<file path="src/rtl/load_store_unit.sv">
// load_store_unit
//   Memory-access stage that sits after the ALU controller. It accepts a
//   load or store, runs a request/ready handshake with data memory, and
//   returns sign/zero-extended load data with a one-cycle done pulse.
//   The upstream pipeline is stalled while an access is outstanding.
//
// Parameters
//   TIMEOUT_CYCLES : ACCESS cycles allowed before aborting with err_timeout (>= 2)
//   ADDR_W         : byte address width
//
// Ports
//   clk, reset        : clock, synchronous active-high reset
//   req_valid         : EX stage presents a memory instruction
//   MemRead/MemWrite  : load / store (store wins when both are set)
//   addr, wdata       : effective byte address, store source data
//   ReadDataSelect    : 000 LW, 001 LB, 010 LBU, 011 LH, 100 LHU, others LW
//   WriteDataSelect   : 00 SW, 01 SB, 10 SH, 11 SW
//   mem_req/we/addr/be/wdata : registered request to data memory
//   mem_ready, mem_rdata     : memory completion and read word
//   rdata             : extended load result, held until the next load completes
//   done              : one-cycle completion pulse
//   stall             : combinational upstream freeze
//   err_timeout       : with done, access aborted after TIMEOUT_CYCLES
//   err_misalign      : with done, misaligned access trapped
//
// Build option
//   LSU_MISALIGN_TRAP_EN : when defined, misaligned accesses skip memory and
//   complete immediately with err_misalign. When undefined, low address bits
//   below natural alignment are ignored and err_misalign stays 0.

module load_store_unit #(
  parameter int TIMEOUT_CYCLES = 16,
  parameter int ADDR_W         = 32
) (
  input  logic              clk,
  input  logic              reset,
  input  logic              req_valid,
  input  logic              MemRead,
  input  logic              MemWrite,
  input  logic [ADDR_W-1:0] addr,
  input  logic [31:0]       wdata,
  input  logic [2:0]        ReadDataSelect,
  input  logic [1:0]        WriteDataSelect,
  output logic              mem_req,
  output logic              mem_we,
  output logic [ADDR_W-1:0] mem_addr,
  output logic [3:0]        mem_be,
  output logic [31:0]       mem_wdata,
  input  logic              mem_ready,
  input  logic [31:0]       mem_rdata,
  output logic [31:0]       rdata,
  output logic              done,
  output logic              stall,
  output logic              err_timeout,
  output logic              err_misalign
);

  // Counter only has to reach TIMEOUT_CYCLES-1.
  localparam int CNT_W = (TIMEOUT_CYCLES > 2) ? $clog2(TIMEOUT_CYCLES) : 1;

  typedef enum logic [1:0] {
    IDLE   = 2'd0,
    ACCESS = 2'd1,
    RESP   = 2'd2
  } state_t;

  state_t           state, state_nxt;
  logic [CNT_W-1:0] cnt;
  logic [1:0]       alo_p1;
  logic [2:0]       rsel_p1;
  logic             accept;
  logic             timeout_hit;
  logic             misalign;

  function automatic logic [3:0] store_be(input logic [1:0] wsel, input logic [1:0] alo);
    case (wsel)
      2'b01:   store_be = 4'b0001 << alo;
      2'b10:   store_be = alo[1] ? 4'b1100 : 4'b0011;
      default: store_be = 4'b1111;
    endcase
  endfunction

  function automatic logic [31:0] store_data(input logic [1:0] wsel, input logic [31:0] wd);
    case (wsel)
      2'b01:   store_data = {4{wd[7:0]}};
      2'b10:   store_data = {2{wd[15:0]}};
      default: store_data = wd;
    endcase
  endfunction

  function automatic logic [31:0] load_extract(input logic [2:0]  rsel,
                                               input logic [1:0]  alo,
                                               input logic [31:0] word);
    logic signed [7:0]  b;
    logic signed [15:0] h;
    b = word[{alo, 3'b000} +: 8];
    h = alo[1] ? word[31:16] : word[15:0];
    case (rsel)
      3'b001:  load_extract = 32'(b);
      3'b010:  load_extract = {24'b0, b};
      3'b011:  load_extract = 32'(h);
      3'b100:  load_extract = {16'b0, h};
      default: load_extract = word;
    endcase
  endfunction

  assign accept      = req_valid && (MemRead || MemWrite);
  assign timeout_hit = (cnt == CNT_W'(TIMEOUT_CYCLES - 1));

`ifdef LSU_MISALIGN_TRAP_EN
  always_comb begin
    misalign = 1'b0;
    if (MemWrite) begin
      case (WriteDataSelect)
        2'b01:   misalign = 1'b0;
        2'b10:   misalign = addr[0];
        default: misalign = (addr[1:0] != 2'b00);
      endcase
    end else begin
      case (ReadDataSelect)
        3'b001, 3'b010: misalign = 1'b0;
        3'b011, 3'b100: misalign = addr[0];
        default:        misalign = (addr[1:0] != 2'b00);
      endcase
    end
  end
`else
  assign misalign = 1'b0;
`endif

  // Held low during reset so nothing upstream freezes on a dead unit.
  assign stall = !reset && (((state == IDLE) && accept) || (state == ACCESS));

  always_ff @(posedge clk) begin
    if (reset) state <= IDLE;
    else       state <= state_nxt;
  end

  always_comb begin
    state_nxt = state;
    case (state)
      IDLE:    if (accept) state_nxt = misalign ? RESP : ACCESS;
      ACCESS:  if (mem_ready || timeout_hit) state_nxt = RESP;
      RESP:    state_nxt = IDLE;
      default: state_nxt = IDLE;
    endcase
  end

  // p0 -> p1: request capture and memory handshake
  always_ff @(posedge clk) begin
    if (reset) begin
      mem_req      <= 1'b0;
      mem_we       <= 1'b0;
      mem_addr     <= '0;
      mem_be       <= 4'b0;
      mem_wdata    <= 32'b0;
      rdata        <= 32'b0;
      done         <= 1'b0;
      err_timeout  <= 1'b0;
      err_misalign <= 1'b0;
      cnt          <= '0;
    end else begin
      done         <= 1'b0;
      err_timeout  <= 1'b0;
      err_misalign <= 1'b0;
      case (state)
        IDLE: begin
          if (accept) begin
            mem_addr  <= {addr[ADDR_W-1:2], 2'b00};
            mem_we    <= MemWrite;
            mem_be    <= MemWrite ? store_be(WriteDataSelect, addr[1:0]) : 4'b1111;
            mem_wdata <= store_data(WriteDataSelect, wdata);
            cnt       <= '0;
            if (misalign) begin
              done         <= 1'b1;
              err_misalign <= 1'b1;
            end else begin
              mem_req <= 1'b1;
            end
          end
        end
        ACCESS: begin
          cnt <= cnt + 1'b1;
          // mem_ready takes priority over a timeout landing in the same cycle.
          if (mem_ready) begin
            mem_req <= 1'b0;
            done    <= 1'b1;
            if (!mem_we) rdata <= load_extract(rsel_p1, alo_p1, mem_rdata);
          end else if (timeout_hit) begin
            mem_req     <= 1'b0;
            done        <= 1'b1;
            err_timeout <= 1'b1;
          end
        end
        default: ;
      endcase
    end
  end

  // Lane/extension selectors are data: captured on accept, no reset needed.
  always_ff @(posedge clk) begin
    if ((state == IDLE) && accept) begin
      alo_p1  <= addr[1:0];
      rsel_p1 <= ReadDataSelect;
    end
  end

endmodule

</file>
<file path="config.mk">
export PLATFORM = sky130hd
export DESIGN_NAME = load_store_unit
export DESIGN_NICKNAME = d
export VERILOG_FILES = /design/src/rtl/load_store_unit.sv
export SDC_FILE = /design/constraint.sdc
export NUM_CORES = 1
export LEC_CHECK = 0
export CORE_UTILIZATION = 39
export DETAILED_ROUTE_END_ITERATION = 16
export PLACE_DENSITY = 0.77
export SKIP_CTS_REPAIR_TIMING = 1
export SLEW_MARGIN = 30
export SYNTH_ARGS = -nofsm -noshare
export SYNTH_HDL_FRONTEND = slang
export SYNTH_SLANG_ARGS = --single-unit
</file>
<file path="constraint.sdc">
create_clock -name clk -period 1.61 [get_ports clk]
set_input_delay 0.161 -clock clk [delete_from_list [all_inputs] [get_ports clk]]
set_output_delay 0.161 -clock clk [all_outputs]
set_load 0.02 [all_outputs]
</file>
; Yosys cells after proc, flatten, opt, wreduce, memory -nomap -nowiden
; Index checks and enable logic that the tools add are counted.
[op_classes]
reduce_logical = 16
n_eq_ne = 11
shifts = 2
n_bitwise = 2
addsub = 1
mux = 17
[op_table]
columns = operator, n
row1 = $pmux 32 s4, 1
row2 = $pmux 32 s2, 1
row3 = $shiftx 32x6->8, 1
row4 = $mux 16, 1
row5 = $pmux 4 s2, 2
row6 = $mux 4, 3
row7 = $eq 3x2->1 const B, 2
row8 = $reduce_and 2->1, 3
row9 = $reduce_and 3->1, 2
row10 = $mux 1, 5
row11 = $add 4x1->4 const B, 1
row12 = $eq 2x1->1 const B, 2
row13 = $eq 4x4->1 const B, 1
row14 = $mux 2, 2
row15 = $pmux 2 s2, 1
row16 = $shl 1x2->4 const A, 1
row17 = $eq 3x1->1 const B, 1
row18 = $eq 3x3->1 const B, 1
row19 = $logic_and 1x1->1, 3
row20 = $logic_or 1x1->1, 3
row21 = $ne 3x3->1 const B, 1
row22 = $reduce_or 3->1, 1
row23 = $eq 2x2->1 const B, 1
row24 = $logic_not 2->1, 1
row25 = other kinds (7), 8
[word_totals]
wordCells = 61
output_inout_bits = 106
register_bits = 113
input_bits = 107

; Logic depth before layout (Yosys ltp)
[logic_depth]
ltp_word = 5
depth_mapped = 8
ltp_nobuf = 7

; Least setup slack after synthesis
; No wires, ideal clock.
[synth_path]
kind = reg2reg
from = register alo_p1[0]
to = register rdata[25]
slack_ns = 0.080
required_time_ns = 1.468
arrival_ns = 1.388
stages_incl_launch_ff = 7
setup_time_ns = 0.142
n_path_buf = 1
period_less_slack_ns = 1.530
cell_sequence = edfxtp_1 > mux2i_1 > o22a_1 > a21oi_2 > nor2_2 > buf_6 > a211oi_2
[synth_between]
elab_chain_cells = 2
[synth_rtl]
columns = item, line_no
row1 = "start, declared", 69  ; logic [1:0] alo_p1;
row2 = "start signal, assigned", 203  ; alo_p1 <= addr[1:0];
row3 = $shiftx 32x6->8, 96  ; b = word[{alo, 3'b000} +: 8];
row4 = $pmux 32 s4, 98  ; case (rsel)
row5 = "end signal, assigned", 188  ; if (!mem_we) rdata <= load_extract(rsel_p1, alo_p1, mem_rdata);
row6 = "end, declared", 51  ; output logic [31:0] rdata,
; Every way passes these cells.
; A chain may end at the register's enable or synchronous reset.

; Worst setup path after layout
[layout_path]
from = register rsel_p1[0]
to = register rdata[0]
[layout_between]
elab_chain_cells = 2
word_cells_on_any_way = 5
cone_classes = eq/ne (4) / mux (1)
[layout_rtl]
columns = item, line_no
row1 = "start, declared", 70  ; logic [2:0] rsel_p1;
row2 = "start signal, assigned", 204  ; rsel_p1 <= ReadDataSelect;
row3 = $eq 3x3->1 (tied with other cells), 98
row4 = $pmux 32 s4 *, 98
; Mark *: on every way between the ends. The rest lies on a longest branch, timed or not.

==> flow_summary.ini <==
[pwr]
ir_drop_mv = 0.619
leakage_uw = 0.00327
p_per_area_nw_per_um2 = 1010
power.total_uw = 8530

[clock_tree]
clk_latency_ns = 0.40
clk_pin_slew_worst_paths_ns = 0.05
htreeDepth = 4
root_buffer = clkbuf_16
cts_made_buffers = 17
cts_tree = yes
cts.sinks = 113
cts_max_path_buffers = 2

[timing]
setup_violations = 31
setup_tns_ns = -2.27
period_share_pct = 107
relSlewSlack_pct = 57.5
finalCriticalPeriod_ns = 1.73
fmaxAchievable_mhz = 578
rsz0062_at_grt = yes
worst_slew_pin_slew_ns = 0.638
slew_viol_final = 0
finClkSkew_ns = 0.00981
setup_ws_ns = -0.119
holdWs_ns = 0.0936
hold_viol_final = 0

[floorplanning]
start_util_pct = 40.3
die_area_um2 = 13600
io_pins = 213
die_w_um = 117
rows = 41
floorplan.die.height_um = 117
core-area_um2 = 12700

[route]
drt_first_pass_iters = 5
via_count = 5604
wl_per_cell_um = 16.7
vias_per_cell = 5.37
first_iter_violations = 383
drtAntennaViolNets = 0
routed_wl_um = 17500
drc = 0

[global_route]
grt_overflow_total = 0
grt_pass1_wl_um = 25400
grt_max_degree = 63
grt_antenna_before_repair = 0
grt_pass1_vias = 5304
grtUsageTotal_pct = 24.2

[synth]
synth_cells = 613
synth_mux_area_share_pct = 3.51
synthAdderAreaFrac_pct = 0.928
synth_top_area_cell = dfxtp_1
synth-simple-area-share_pct = 20.8
synth_top_family_by_area = compound AO/OA/AOI/OAI gates
synth_top_area_share_pct = 42.2
ys_seq_area_share_pct = 45.1
ys_ff_latch = 113
synth_cell_type_count = 55
ys_warn_count = 0
synthFlopType = dfxtp_1
syn_avg_cell_area_um2 = 8.36
synth-edff-count = 5
synth-xor-area-share_pct = 0.488
synth_compound_area_share_pct = 22.6
async_reset_ff_share_pct = 0
synthTopCellsByArea = dfxtp_1, nand2_1, a21oi_1
synth_area_um2 = 5130

[worst_setup_path]
critPathKind = flip-flop to flip-flop
path_max_fanout = 6
cp-start-kind = flip-flop
path_cells = nor2_8, xor2_4, clkbuf_16, a21oi_2, o41a_1, a211oi_2
end_kind = flip-flop
critPathMaxStageDelay_ns = 0.55
cp_num_buf_inv = 1
slowest_stage = edfxtp_1
crit_family = flip-flops
worstPathArrival_ns = 2.06
required_ns = 1.94

[cells_and_area]
final_cell_mix = clkdlybuf4s50_1, nand2_1, dfxtp_1
nets = 971
diodes = 0
layout-drive-gt1-share_pct = 17.3
area_delta_synth_final_pct = 65.1
layout_commonest_cell = clkdlybuf4s50_1

[placement]
place.gp.congestion = 0.920
dp_hpwl_um = 12300
io_buffers = 209

[outcome]
status = finished with violations
violations = setup timing

[worst_hold_path]
hold_class = primary input to flip-flop

[run]
maxCapViolCount = 0
Yosys cell counts (2+ instances only):
cell and count:
a21o_1 2, and3_1 8, buf_2 12, nor2_2 2, o41a_1 7, edfxtp_1 5
o211ai_1 8, o21bai_1 2, a211oi_2 18, nand3_1 4, a22oi_1 9, o21ai_1 5
o21a_1 2, buf_6 7, o21ai_0 30, buf_1 2, a31oi_1 2, nor3_1 22
clkbuf_1 20, nor2_1 67, nand2b_1 6, inv_1 4, ha_1 3, mux2_2 8
o22ai_1 3, a211oi_1 9, buf_4 10, nand2_1 122, a21oi_1 73, dfxtp_1 108
mux2i_1 9
registers in the layout (all words and copies together) (netlist names):
name and cells:
mem_req 1, state 2, alo_p1 2, done 1, err_timeout 1, mem_addr 30, mem_we 1, mem_wdata 32
rdata 32, mem_be 4, rsel_p1 3, cnt 4
worst paths after layout:
path / from / cells past startpoint / endpoint / slack, ns
worst max-delay path: rsel_p1[0] / 6 / rdata[0] / -0.12
worst min register to register: mem_wdata[4] / 2 / mem_wdata[4] / 0.45
worst min-delay path: reset / 3 / state[0] / 0.09
worst max register to register: rsel_p1[0] / 6 / rdata[0] / -0.12
worst register-to-register path, cell delays in order, from the launching register on:
cell,delay [ns]
edfxtp_1,0.55
nor2_8,0.18
xor2_4,0.32
clkbuf_16,0.22
a21oi_2,0.06
o41a_1,0.14
a211oi_2,0.19
power breakdown:
part / switching, µW / total [µW] / internal, µW
Sequential: 113 / 3120 / 3000
Clock: 1220 / 3510 / 2280
Combinational: 948 / 1900 / 955
kinds of logic after synthesis:
family,Yosys count
and+or+nand+nor,244
AOI/OAI and AO/OA,174
DFF,113
buffers and inverters,58
muxes,17
adders and majority gates,4
xor gates and xnor gates,2
other,1
metal layers:
metal | vias up | GRT usage (%) | wire length (µm)
li1 | 2614 | - | -
met1 | 2637 | 27.5 | 6790
met2 | 294 | 41.0 | 8370
met3 | 59 | 8.15 | 1590
met4 | 0 | 11.4 | 720
met5 | - | 0 | 0
area by class of cell:
type	instances	area, µm²
repair buffers	279	2780
well taps	172	215
inverters	6	22.5
flip-flops and latches	113	2310
multi-input cells	444	2590
fillers	1023	4260
clock inverters	7	86.3
clock buffers	23	458
through the flow:
| stage | util [%] | cell area, µm² | cells | setup WS [ns] |
|---|---|---|---|---|
| 2_1_floorplan | - | 5130 | 615 | 0.0801 |
| 3_3_place_gp | 60.5 | 7690 | 1006 | -0.423 |
| 3_5_place_dp | 60.5 | 7690 | 1006 | -0.535 |
| 4_1_cts | 64.7 | 8240 | 1036 | -0.443 |
| 5_1_grt | 66.5 | 8460 | 1044 | -0.181 |
| 6_report | 66.5 | 8460 | 1044 | -0.119 |
(Power assumes the default switching activity.)
